`config.mk`:
```
export PLATFORM = sky130hd
export DESIGN_NAME = mem_port_arbiter
export DESIGN_NICKNAME = d
export VERILOG_FILES = /design/src/rtl/mem_port_arbiter.sv
export SDC_FILE = /design/constraint.sdc
export NUM_CORES = 1
export LEC_CHECK = 0
export BUFFER_PORTS_ARGS = -buffer_cell sky130_fd_sc_hd__buf_2
export CAP_MARGIN = 20
export CORE_MARGIN = 1
export CORE_UTILIZATION = 46
export CTS_CLUSTER_SIZE = 10
export DETAILED_ROUTE_END_ITERATION = 10
export PLACE_DENSITY = 0.82
export SYNTH_ARGS = -nofsm -noshare
export SYNTH_HDL_FRONTEND = slang
export SYNTH_SLANG_ARGS = --single-unit
```
`constraint.sdc`:
```
create_clock -name clock -period 2.3 [get_ports clock]
set_clock_uncertainty 0.05 [all_clocks]
set_input_delay 0.115 -clock clock [delete_from_list [all_inputs] [get_ports clock]]
set_output_delay 0.115 -clock clock [all_outputs]
set_load 0.01 [all_outputs]
```
`src/rtl/mem_port_arbiter.sv`:
```
// Two-port arbiter in front of a single-port memory: one transaction at a time,
// round-robin or fixed-A priority, one-cycle ack pulse carrying read data.
//
// state | meaning
// IDLE  | no transaction; arbitrate sampled requests
// ISSUE | one-cycle memory strobe with the latched command
// WAIT  | count out the memory read latency, then capture read data
// ACK   | one-cycle ack to the owner; remember owner for round-robin
module mem_port_arbiter #(
  parameter int AW        = 8,
  parameter int DW        = 8,
  parameter int RD_LAT    = 1,
  parameter int FIXED_PRI = 0
) (
  input  logic          clock,
  input  logic          reset,
  input  logic          a_req,
  input  logic          a_we,
  input  logic [AW-1:0] a_addr,
  input  logic [DW-1:0] a_wdata,
  output logic          a_ack,
  output logic [DW-1:0] a_rdata,
  input  logic          b_req,
  input  logic          b_we,
  input  logic [AW-1:0] b_addr,
  input  logic [DW-1:0] b_wdata,
  output logic          b_ack,
  output logic [DW-1:0] b_rdata,
  output logic          mem_en,
  output logic          mem_we,
  output logic [AW-1:0] mem_addr,
  output logic [DW-1:0] mem_wdata,
  input  logic [DW-1:0] mem_rdata,
  output logic          busy,
  output logic          owner
);

  typedef enum logic [1:0] {IDLE, ISSUE, WAIT, ACK} state_t;

  localparam logic [2:0] LAT = 3'(RD_LAT);

  state_t        state, state_nxt;
  logic          owner_q, last_q, we_q, grant_b;
  logic [AW-1:0] addr_q;
  logic [DW-1:0] wdata_q, a_rdata_q, b_rdata_q;
  logic [2:0]    cnt_q;

  // On a tie, round-robin hands the grant to whichever port did not go last.
  always_comb begin
    grant_b = 1'b0;
    if (b_req && !a_req)
      grant_b = 1'b1;
    else if (a_req && b_req && FIXED_PRI == 0)
      grant_b = !last_q;
  end

  always_comb begin
    state_nxt = state;
    case (state)
      IDLE:    if (a_req || b_req) state_nxt = ISSUE;
      ISSUE:   state_nxt = WAIT;
      WAIT:    if (cnt_q == LAT) state_nxt = ACK;
      ACK:     state_nxt = IDLE;
      default: state_nxt = IDLE;
    endcase
  end

  always_ff @(posedge clock or negedge reset) begin
    if (!reset) begin
      state     <= IDLE;
      owner_q   <= 1'b0;
      last_q    <= 1'b1;
      we_q      <= 1'b0;
      addr_q    <= '0;
      wdata_q   <= '0;
      cnt_q     <= '0;
      a_rdata_q <= '0;
      b_rdata_q <= '0;
    end else begin
      state <= state_nxt;
      case (state)
        IDLE: if (a_req || b_req) begin
          owner_q <= grant_b;
          we_q    <= grant_b ? b_we    : a_we;
          addr_q  <= grant_b ? b_addr  : a_addr;
          wdata_q <= grant_b ? b_wdata : a_wdata;
        end
        ISSUE: cnt_q <= 3'd1;
        WAIT: begin
          if (cnt_q == LAT) begin
            if (owner_q) b_rdata_q <= mem_rdata;
            else         a_rdata_q <= mem_rdata;
          end else begin
            cnt_q <= cnt_q + 3'd1;
          end
        end
        ACK: last_q <= owner_q;
        default: ;
      endcase
    end
  end

  // Command registers drive the memory directly so they stay stable through WAIT.
  assign mem_en    = (state == ISSUE);
  assign mem_we    = we_q;
  assign mem_addr  = addr_q;
  assign mem_wdata = wdata_q;
  assign a_ack     = (state == ACK) && !owner_q;
  assign b_ack     = (state == ACK) &&  owner_q;
  assign a_rdata   = a_rdata_q;
  assign b_rdata   = b_rdata_q;
  assign busy      = (state != IDLE);
  assign owner     = owner_q;

endmodule
```
# Yosys cells after proc, flatten, opt, wreduce, memory -nomap -nowiden
# Index checks and enable logic that the tools add are counted.
op_classes:
  shift: 0
  magnitude_cmp: 0
  n_eq_ne: 7
  mux: 10
  n_reduce_logical: 16
  n_addsub: 1
  bitwise_logic: 1
  multipliers: 0
  div: 0
ops:
  columns: ["cell", "n"]
  rows:
  - ["8-bit two-way mux", 2]
  - ["2-bit case mux with 4 select lines", 1]
  - ["2-bit != test, second input constant", 3]
  - ["3-bit case mux with 2 select lines", 1]
  - ["2-bit AND reduction", 3]
  - ["3-bit AND reduction", 2]
  - ["2-bit equality test, second input constant", 2]
  - ["1-bit logical AND", 4]
  - ["2-bit two-way mux", 2]
  - ["2-bit nonzero test", 2]
  - ["3-bit by 1-bit adder with 3-bit output, second input constant", 1]
  - ["3-bit by 1-bit equality test with 1-bit output, second input constant", 1]
  - ["1-bit zero test", 3]
  - ["1-bit two-way mux", 3]
  - ["3-bit two-way mux", 1]
  - ["2-bit by 1-bit equality test with 1-bit output, second input constant", 1]
  - ["2-bit zero test", 1]
  - ["1-bit logical OR", 1]
  - ["1-bit NOT", 1]
word_totals:
  mem_bits_ro: 0
  regBits: 40
  n_memories: 0
  inputBits: 46
  out_inout_bits: 38
  latchBits: 0
  elab_cells: 44
  ramBits: 0

# Logic depth before layout (Yosys ltp)
# Gate-level depths: netlist (run 1).
logic_depth:
  ltp_word: 4
  depth_mapped: 7
  depth_no_buf: 5

# Worst setup path after synthesis (run 1)
# No wires, ideal clock.
synth_path:
  path_type: "reg2reg"
  from: "reg state[0]"
  to: "reg a_rdata_q[0] (netlist: a_rdata[0])"
  t_required_ps: 2125
  synth_period_minus_slack_ps: 1681
  stages_incl_launch_ff: 6
  setup_time_ps: 125
  path_buffers: 1
  arrival_ps: 1506
  path_slack_ps: 619
  cell_sequence: "dfrtp_1 -> inv_1 -> ha_1 -> buf_2 -> nor3b_4 -> mux2_2"
synth_via:
  elab_chain_len: 2
synth_rtl:
  columns: ["element", "line", "text"]
  rows:
  - ["from (decl)", "42", "state_t state, state_nxt;"]
  - ["from (signal assigned)", "80", "state <= state_nxt;"]
  - ["2-bit equality test", "81", "case (state)"]
  - ["3-bit AND reduction (no source line)", null, null]
  - ["to (signal assigned)", "92", "else a_rdata_q <= mem_rdata;"]
  - ["to (decl)", "45", "logic [DW-1:0] wdata_q, a_rdata_q, b_rdata_q;"]
# No other way between the ends.
# A chain may end at the register's enable or synchronous reset.

# Worst setup path after layout (run 1)
# Ends and elaborated chain as after synthesis.

==> impl_metrics.csv, run 1 <==
group,metric,value,unit
placement,routabilityCongestion,0.7218,
sta,hold_slack,0.007364,ns
global_routing,number_of_global_route_vias_before_repair,1530,
final_layout,synthToLayoutAreaGrowth,32.59,%
global_routing,overflow,0,
setup_path,timing.rr.start,"state[0]$_DFFE_PN0P_",
synthesis,synth_cell_type_count,27,
global_routing,met1_usage,26.35,%
setup_path,worst_setup_path_end_kind,"register",
clock_network,clock_tree_root_buffer_cell,"sky130_fd_sc_hd__clkbuf_8",
power_and_ir_drop,p_per_area,1342,nW/um2
final_layout,post-route-cell-area,2444,um2
power_and_ir_drop,p_leak,1.213,nW
setup_path,critPathLaunch,"state[0]$_DFFE_PN0P_",
placement,hpwlAfterDp,2.952,mm
placement,port_buffers,83,
floorplanning,die_x,65.30,um
synthesis,synth.yosys.warnings,0,
sta,hold_violations,0,
synthesis,post_synth_mux_area_share,11.54,%
clock_network,cts_buffers,5,
floorplanning,chipHeight,65.30,um
synthesis,yosys_register_bits,40,
clock_network,clock_sink_count,40,
clock_network,clock_path_buffers,2,
global_routing,wire_length_of_the_first_global_routing_pass,6.844,mm
floorplanning,fp-row-count,22,
routing,avgRoutedWirePerCell,13.30,um
global_routing,global_routing_met3_resource_utilization,5.382,%
final_layout,antenna_cells,0,
power_and_ir_drop,ir_worst_vdd,0.0006153,V
routing,avgViaCountPerCell,5.153,
global_routing,grt_max_degree,41,
sta,tns,0,ns
run_status,outcome,"complete, no violations",
final_layout,layout_common_cells,"83 x sky130_fd_sc_hd__buf_2, 39 x sky130_fd_sc_hd__dfrtp_1, 36 x sky130_fd_sc_hd__a21oi_1",
setup_path,crit_type,"reg -> reg",
routing,vias,1587,
synthesis,synthAdderAreaFrac,4.752,%
min_path,worstHoldStart,"a_wdata[4]",
clock_network,path_clk_slew,0.07,ns
setup_path,critical_path.max_stage_delay,0.47,ns
synthesis,share_of_synthesized_cell_area_in_and_or_nand_and_nor_gates,12.42,%
routing,detail_route.drc_violations,0,
setup_path,worstPathRequired,2.42,ns
routing,antenna_violating_nets_post_route,0,
synthesis,mappedNetlistNets,222,
synthesis,synth_xor_area_share,0.4752,%
routing,totalWireLength,4.097,mm
setup_path,critPathSlowestCell,"sky130_fd_sc_hd__nor3b_4",
sta,part_of_the_cycle_the_worst_path_needs,83.85,%
final_layout,drive_above_1_share,44.62,%
job,maxCapViolCount,0,
clock_network,clk_latency_worst_skew_pair,0.29,ns
synthesis,synthesis.instances,169,
setup_path,critPathArrivalTime,2.05,ns
setup_path,critical_path.top_delay_family,"simple AND/OR/NAND/NOR gates",
synthesis,syn_area,1843,um2
routing,drt_pass1_iterations,6,
setup_path,startpoint_type,"register",
setup_path,critical_path.max_fanout,10,
synthesis,syn-mean-instance-area,10.91,um2
sta,worst_slew_pin_slew,0.8554,ns
global_routing,grtUsageMet2,36.34,%
global_routing,gr-max-usage-layer,"met2",
final_layout,final_common_cell,"sky130_fd_sc_hd__buf_2",
clock_network,clock_tree_from_tritoncts,"built",
global_routing,gr_util_all_layers,21.31,%
sta,fmax,518.5,MHz
final_layout,finish.net_count,312,
sta,rsz_0062_raised_after_global_routing,"no",
min_path,holdCritPathClass,"in -> reg",
floorplanning,design.portCount,84,
floorplanning,full_die_area,4263,um2
setup_path,cp_bufs_invs,1,
floorplanning,fp.coreArea,3744,um2
routing,dr.first_iter.drc_count,54,
global_routing,initial_antenna_violation_count,0,
floorplanning,initial_utilization,49.23,%
synthesis,main_combinational_cell_family_by_area_after_synthesis,"compound AO/OA/AOI/OAI gates",
sta,setup_violations,0,
sta,post-route-min-period,1.929,ns
sta,slew_violations,0,
synthesis,synth_compound_area_share,13.58,%
setup_path,worstPathCellList,"inv_1 > ha_1 > nor3b_4 > mux2_2",
sta,worst_slew_margin_relative_to_its_limit,42.97,%
clock_network,htree_levels,2,
synthesis,synth.yosys.seq_area_share,54.38,%
final_layout,fillCellCount,327,
placement,placed_cell_area,2281,um2
-- path summary, 6_finish.rpt --
check,endpoint,slack (ns),cells past startpoint
setup / recovery,a_rdata[0]$_DFFE_PN0P_,0.37,4
min in group asynchronous,a_rdata[2]$_DFFE_PN0P_,0.43,2
hold / removal,mem_wdata[4]$_DFFE_PN0P_,0.007,3
setup reg to reg,a_rdata[0]$_DFFE_PN0P_,0.37,4
hold reg to reg,b_rdata[2]$_DFFE_PN0P_,0.45,1
max in group asynchronous,mem_wdata[5]$_DFFE_PN0P_,1.24,2
-- cell type report --
cell class,instances,area (um2),area share [%]
tap,48,60.06,2.458
multi-input combinational,118,788.3,32.26
clock inverter,2,10.01,0.4096
clock buffer,6,82.58,3.379
timing repair buffer,90,485.5,19.87
sequential,40,1002,41.01
inverter,4,15.01,0.6144
-- through the flow --
step / power (mW) / utilization (%) / std cells / setup WS [ns]
floorplan: 2.277 / - / 169 / 0.6190
global placement: 2.764 / 60.93 / 293 / 0.4684
detailed placement: 2.835 / 60.93 / 293 / 0.3781
CTS: 3.316 / 65.01 / 307 / 0.3691
global route: 3.563 / 65.27 / 308 / 0.2243
finish: 3.280 / 65.27 / 308 / 0.3714
-- flip-flops by register name, summed over array words and instances, names as in the netlist --
| register | count |
|---|---|
| cnt_q | 3 |
| last_q | 1 |
| mem_wdata | 8 |
| a_rdata | 8 |
| state | 2 |
| b_rdata | 8 |
| mem_addr | 8 |
| mem_we | 1 |
| owner | 1 |
-- report_power, final --
| part | switching [mW] | internal [mW] | total [mW] |
|---|---|---|---|
| combinational | 0.804 | 0.730 | 1.53 |
| sequential | 0.213 | 1.07 | 1.28 |
| clock | 0.227 | 0.239 | 0.466 |
| total | 1.24 | 2.04 | 3.28 |
-- synth_stat cells --
library cell / count / area share [%]
sky130_fd_sc_hd__dfrtp_1: 39 / 53
sky130_fd_sc_hd__a21oi_1: 36 / 9.8
sky130_fd_sc_hd__mux2_2: 18 / 11
sky130_fd_sc_hd__nand2_1: 18 / 3.7
sky130_fd_sc_hd__nor2_1: 17 / 3.5
sky130_fd_sc_hd__ha_1: 7 / 4.8
sky130_fd_sc_hd__buf_2: 6 / 1.6
sky130_fd_sc_hd__inv_1: 4 / 0.81
sky130_fd_sc_hd__o21ai_0: 3 / 0.81
sky130_fd_sc_hd__nor2b_1: 2 / 0.68
sky130_fd_sc_hd__nor3_1: 2 / 0.54
sky130_fd_sc_hd__nor3b_1: 2 / 0.81
sky130_fd_sc_hd__a21bo_2: 1 / 0.54
sky130_fd_sc_hd__a21boi_2: 1 / 0.61
sky130_fd_sc_hd__a21o_1: 1 / 0.41
sky130_fd_sc_hd__and2_1: 1 / 0.34
sky130_fd_sc_hd__buf_4: 1 / 0.41
sky130_fd_sc_hd__dfstp_2: 1 / 1.4
sky130_fd_sc_hd__mux2i_1: 1 / 0.54
sky130_fd_sc_hd__nand2b_1: 1 / 0.34
sky130_fd_sc_hd__nand2b_4: 1 / 0.75
sky130_fd_sc_hd__nand4b_2: 1 / 0.81
sky130_fd_sc_hd__nor3b_4: 1 / 1.0
sky130_fd_sc_hd__o21a_1: 1 / 0.41
sky130_fd_sc_hd__o21ai_2: 1 / 0.48
sky130_fd_sc_hd__o32a_1: 1 / 0.54
sky130_fd_sc_hd__xnor2_1: 1 / 0.48
-- cells by family (layout without fill, tap and decap cells) --
kind of cell	count (synthesis)	after routing
mux	19	19
fa+ha+maj	7	7
simple gates	46	46
flops	40	40
buf+inv	11	102
xor+xnor	1	1
compound gates	45	45
-- repair_timing --
| action | in CTS | in global routing |
|---|---|---|
| hold buffers | 6 | 1 |
| gates resized for setup | 0 | 0 |
| endpoints found under the hold margin | 44 | 1 |
| buffers inserted | 0 | 0 |
-- worst min-delay path, stage by stage --
cell                      delay (ns)
sky130_fd_sc_hd__buf_2          0.10
sky130_fd_sc_hd__nand2_1        0.04
sky130_fd_sc_hd__a21oi_1        0.05
-- metal layers --
layer	vias to the layer above	wire length (um)
met5	-	0
met2	72	1919
met3	5	289
met1	753	1838
met4	0	48
li1	757	-
No activity file was read; power rests on OpenSTA's default activity.
==> run 2, diff against run 1 <==
==> constraint.sdc (replaced) <==
create_clock -name clock -period 1.8 [get_ports clock]
set_clock_uncertainty 0.05 [all_clocks]
set_input_delay 0.09 -clock clock [delete_from_list [all_inputs] [get_ports clock]]
set_output_delay 0.09 -clock clock [all_outputs]
set_load 0.01 [all_outputs]
==> run 2 against run 1 <==
Sequential share of layout area shrank 3.9 points. Final cell count grew 7.5%. Routed wire length grew 9.2%. Die area is the same. Combinational power grew 36%. Global-route usage grew 2.7 points. Flip-flop and latch count is the same. Register-to-register slack lost 0.28 ns.
==> impl_metrics.csv, run 2 (synthesized netlist as in run 1, its figures left out) <==
group,metric,value,unit
run_status,outcome,"complete, no violations",
clock_network,htree_levels,2,
global_routing,overflow,0,
final_layout,antenna_cells,0,
placement,post-place-ws,0.002110,ns
routing,drt_pass1_iterations,4,
power_and_ir_drop,totalPowerFinal,4.463,mW
final_layout,finish.net_count,335,
placement,port_buffers,83,
sta,fmax,586.5,MHz
setup_path,critPathSlowestCell,"sky130_fd_sc_hd__dfrtp_1",
clock_network,clock_sink_count,40,
global_routing,number_of_global_route_vias_before_repair,1630,
routing,dr.first_iter.drc_count,76,
sta,setup_ws,0.09497,ns
global_routing,grt_max_degree,41,
power_and_ir_drop,p_leak,1.319,nW
floorplanning,die_x,65.30,um
setup_path,critPathArrivalTime,1.84,ns
sta,hold_violations,0,
routing,detail_route.drc_violations,0,
sta,rsz_0062_raised_after_global_routing,"no",
setup_path,worstPathCellList,"inv_1 > ha_2 > nand2b_4 > nor3b_4 > buf_12 > mux2_2",
floorplanning,fp-row-count,22,
setup_path,startpoint_type,"register",
final_layout,final_common_cell,"sky130_fd_sc_hd__buf_2",
sta,post-route-min-period,1.705,ns
floorplanning,fp.coreArea,3744,um2
routing,avgViaCountPerCell,5.012,
sta,worst_slew_margin_relative_to_its_limit,47.35,%
setup_path,critical_path.max_stage_delay,0.39,ns
clock_network,clk_latency_worst_skew_pair,0.30,ns
final_layout,footprint_of_the_multi_input_gates,790.8,um2
final_layout,fillCellCount,284,
job,maxCapViolCount,0,
sta,slew_violations,0,
global_routing,gr_util_all_layers,24.04,%
setup_path,worst_setup_path_end_kind,"register",
power_and_ir_drop,p_per_area,1652,nW/um2
clock_network,path_clk_slew,0.08,ns
floorplanning,initial_utilization,49.23,%
clock_network,clock_path_buffers,2,
floorplanning,chipHeight,65.30,um
power_and_ir_drop,ir_worst_vdd,0.0007004,V
final_layout,layout_common_cells,"83 x sky130_fd_sc_hd__buf_2, 39 x sky130_fd_sc_hd__dfrtp_1, 36 x sky130_fd_sc_hd__a21oi_1",
placement,hpwlAfterDp,2.874,mm
routing,avgRoutedWirePerCell,13.52,um
setup_path,crit_type,"reg -> reg",
final_layout,synthToLayoutAreaGrowth,46.57,%
min_path,holdCritPathClass,"in -> reg",
sta,worst_slew_pin_slew,0.7896,ns
placement,routabilityCongestion,0.8061,
sta,setup_violations,0,
clock_network,cts_buffers,5,
floorplanning,design.portCount,84,
final_layout,finalCoreUtilization,72.16,%
final_layout,final-seq-area,1002,um2
routing,vias,1659,
global_routing,initial_antenna_violation_count,0,
clock_network,clock_tree_root_buffer_cell,"sky130_fd_sc_hd__clkbuf_8",
routing,antenna_violating_nets_post_route,0,
sta,part_of_the_cycle_the_worst_path_needs,94.72,%
global_routing,wire_length_of_the_first_global_routing_pass,7.500,mm
setup_path,critical_path.max_fanout,8,
routing,totalWireLength,4.475,mm
final_layout,drive_above_1_share,42.76,%
floorplanning,full_die_area,4263,um2
sta,tns,0,ns
setup_path,worstPathRequired,1.94,ns
clock_network,clock_tree_from_tritoncts,"built",
[run 2: cell types whose count changed in the layout (fill, tap and decap cells not counted), sizes merged]
cell / delta
inv: +1
clkinv: -2
clkbuf: -1
buf: +4
clkinvlp: +1
dlygate4sd3: +19
bufinv: +1
[run 2: metrics by stage]
step	instances	cell area (um2)	hold WS [ns]
floorplan	169	1843	-0.2556
global placement	296	2303	0.1206
detailed placement	296	2303	0.1313
CTS	331	2699	0.01503
global route	331	2701	0.03670
finish	331	2701	0.02975
[run 2: critical path, delay by kind of cell (launching register included)]
kind / cells / cell delay, ns
AND/OR/NAND/NOR: 2 / 0.33
buffers and inverters: 2 / 0.25
flip-flops: 1 / 0.39
adder cells (fa/ha/maj): 1 / 0.24
multiplexers: 1 / 0.33
[run 2: power by group]
part	leakage [nW]	internal (mW)	switching (mW)	total, mW
clock	0.0548	0.417	0.330	0.747
sequential	0.461	1.36	0.275	1.64
combinational	0.803	1.02	1.06	2.08
[run 2: final timing paths]
kind,from,end,slack [ns],cells after the start
max,cnt_q[1]$_DFFE_PN0P_,a_rdata[5]$_DFFE_PN0P_,0.09,6
min,b_addr[6],mem_addr[6]$_DFFE_PN0P_,0.03,3
max reg2reg,cnt_q[1]$_DFFE_PN0P_,a_rdata[5]$_DFFE_PN0P_,0.09,6
min reg2reg,b_rdata[2]$_DFFE_PN0P_,b_rdata[2]$_DFFE_PN0P_,0.46,1
max in group asynchronous,reset,last_q$_DFFE_PN1N_,1.02,3
min in group asynchronous,reset,a_rdata[1]$_DFFE_PN0P_,0.32,3
[run 2: layer usage]
layer  part of all wire (%)  GRT usage (%)  routed length [um]
met2                     48          40.72                2129
met4                    1.6          9.239                  72
met5                      0              0                   0
met1                     44          28.90                1973
met3                    6.7          6.597                 301
[run 2: repair_timing]
action	CTS	global route
endpoints found under the hold margin	72	0
hold buffers	26	0
setup endpoints to repair	8	8
pin swaps	1	0
resized for setup	0	1
buffers inserted	1	0
[run 2: area by class of cell]
type / count / area share (%)
sequential: 40 / 37.10
timing repair buffer: 113 / 26.59
inverter: 4 / 0.5558
multi-input combinational: 118 / 29.27
clock inverter: 3 / 1.714
tap: 48 / 2.223
clock buffer: 5 / 2.547
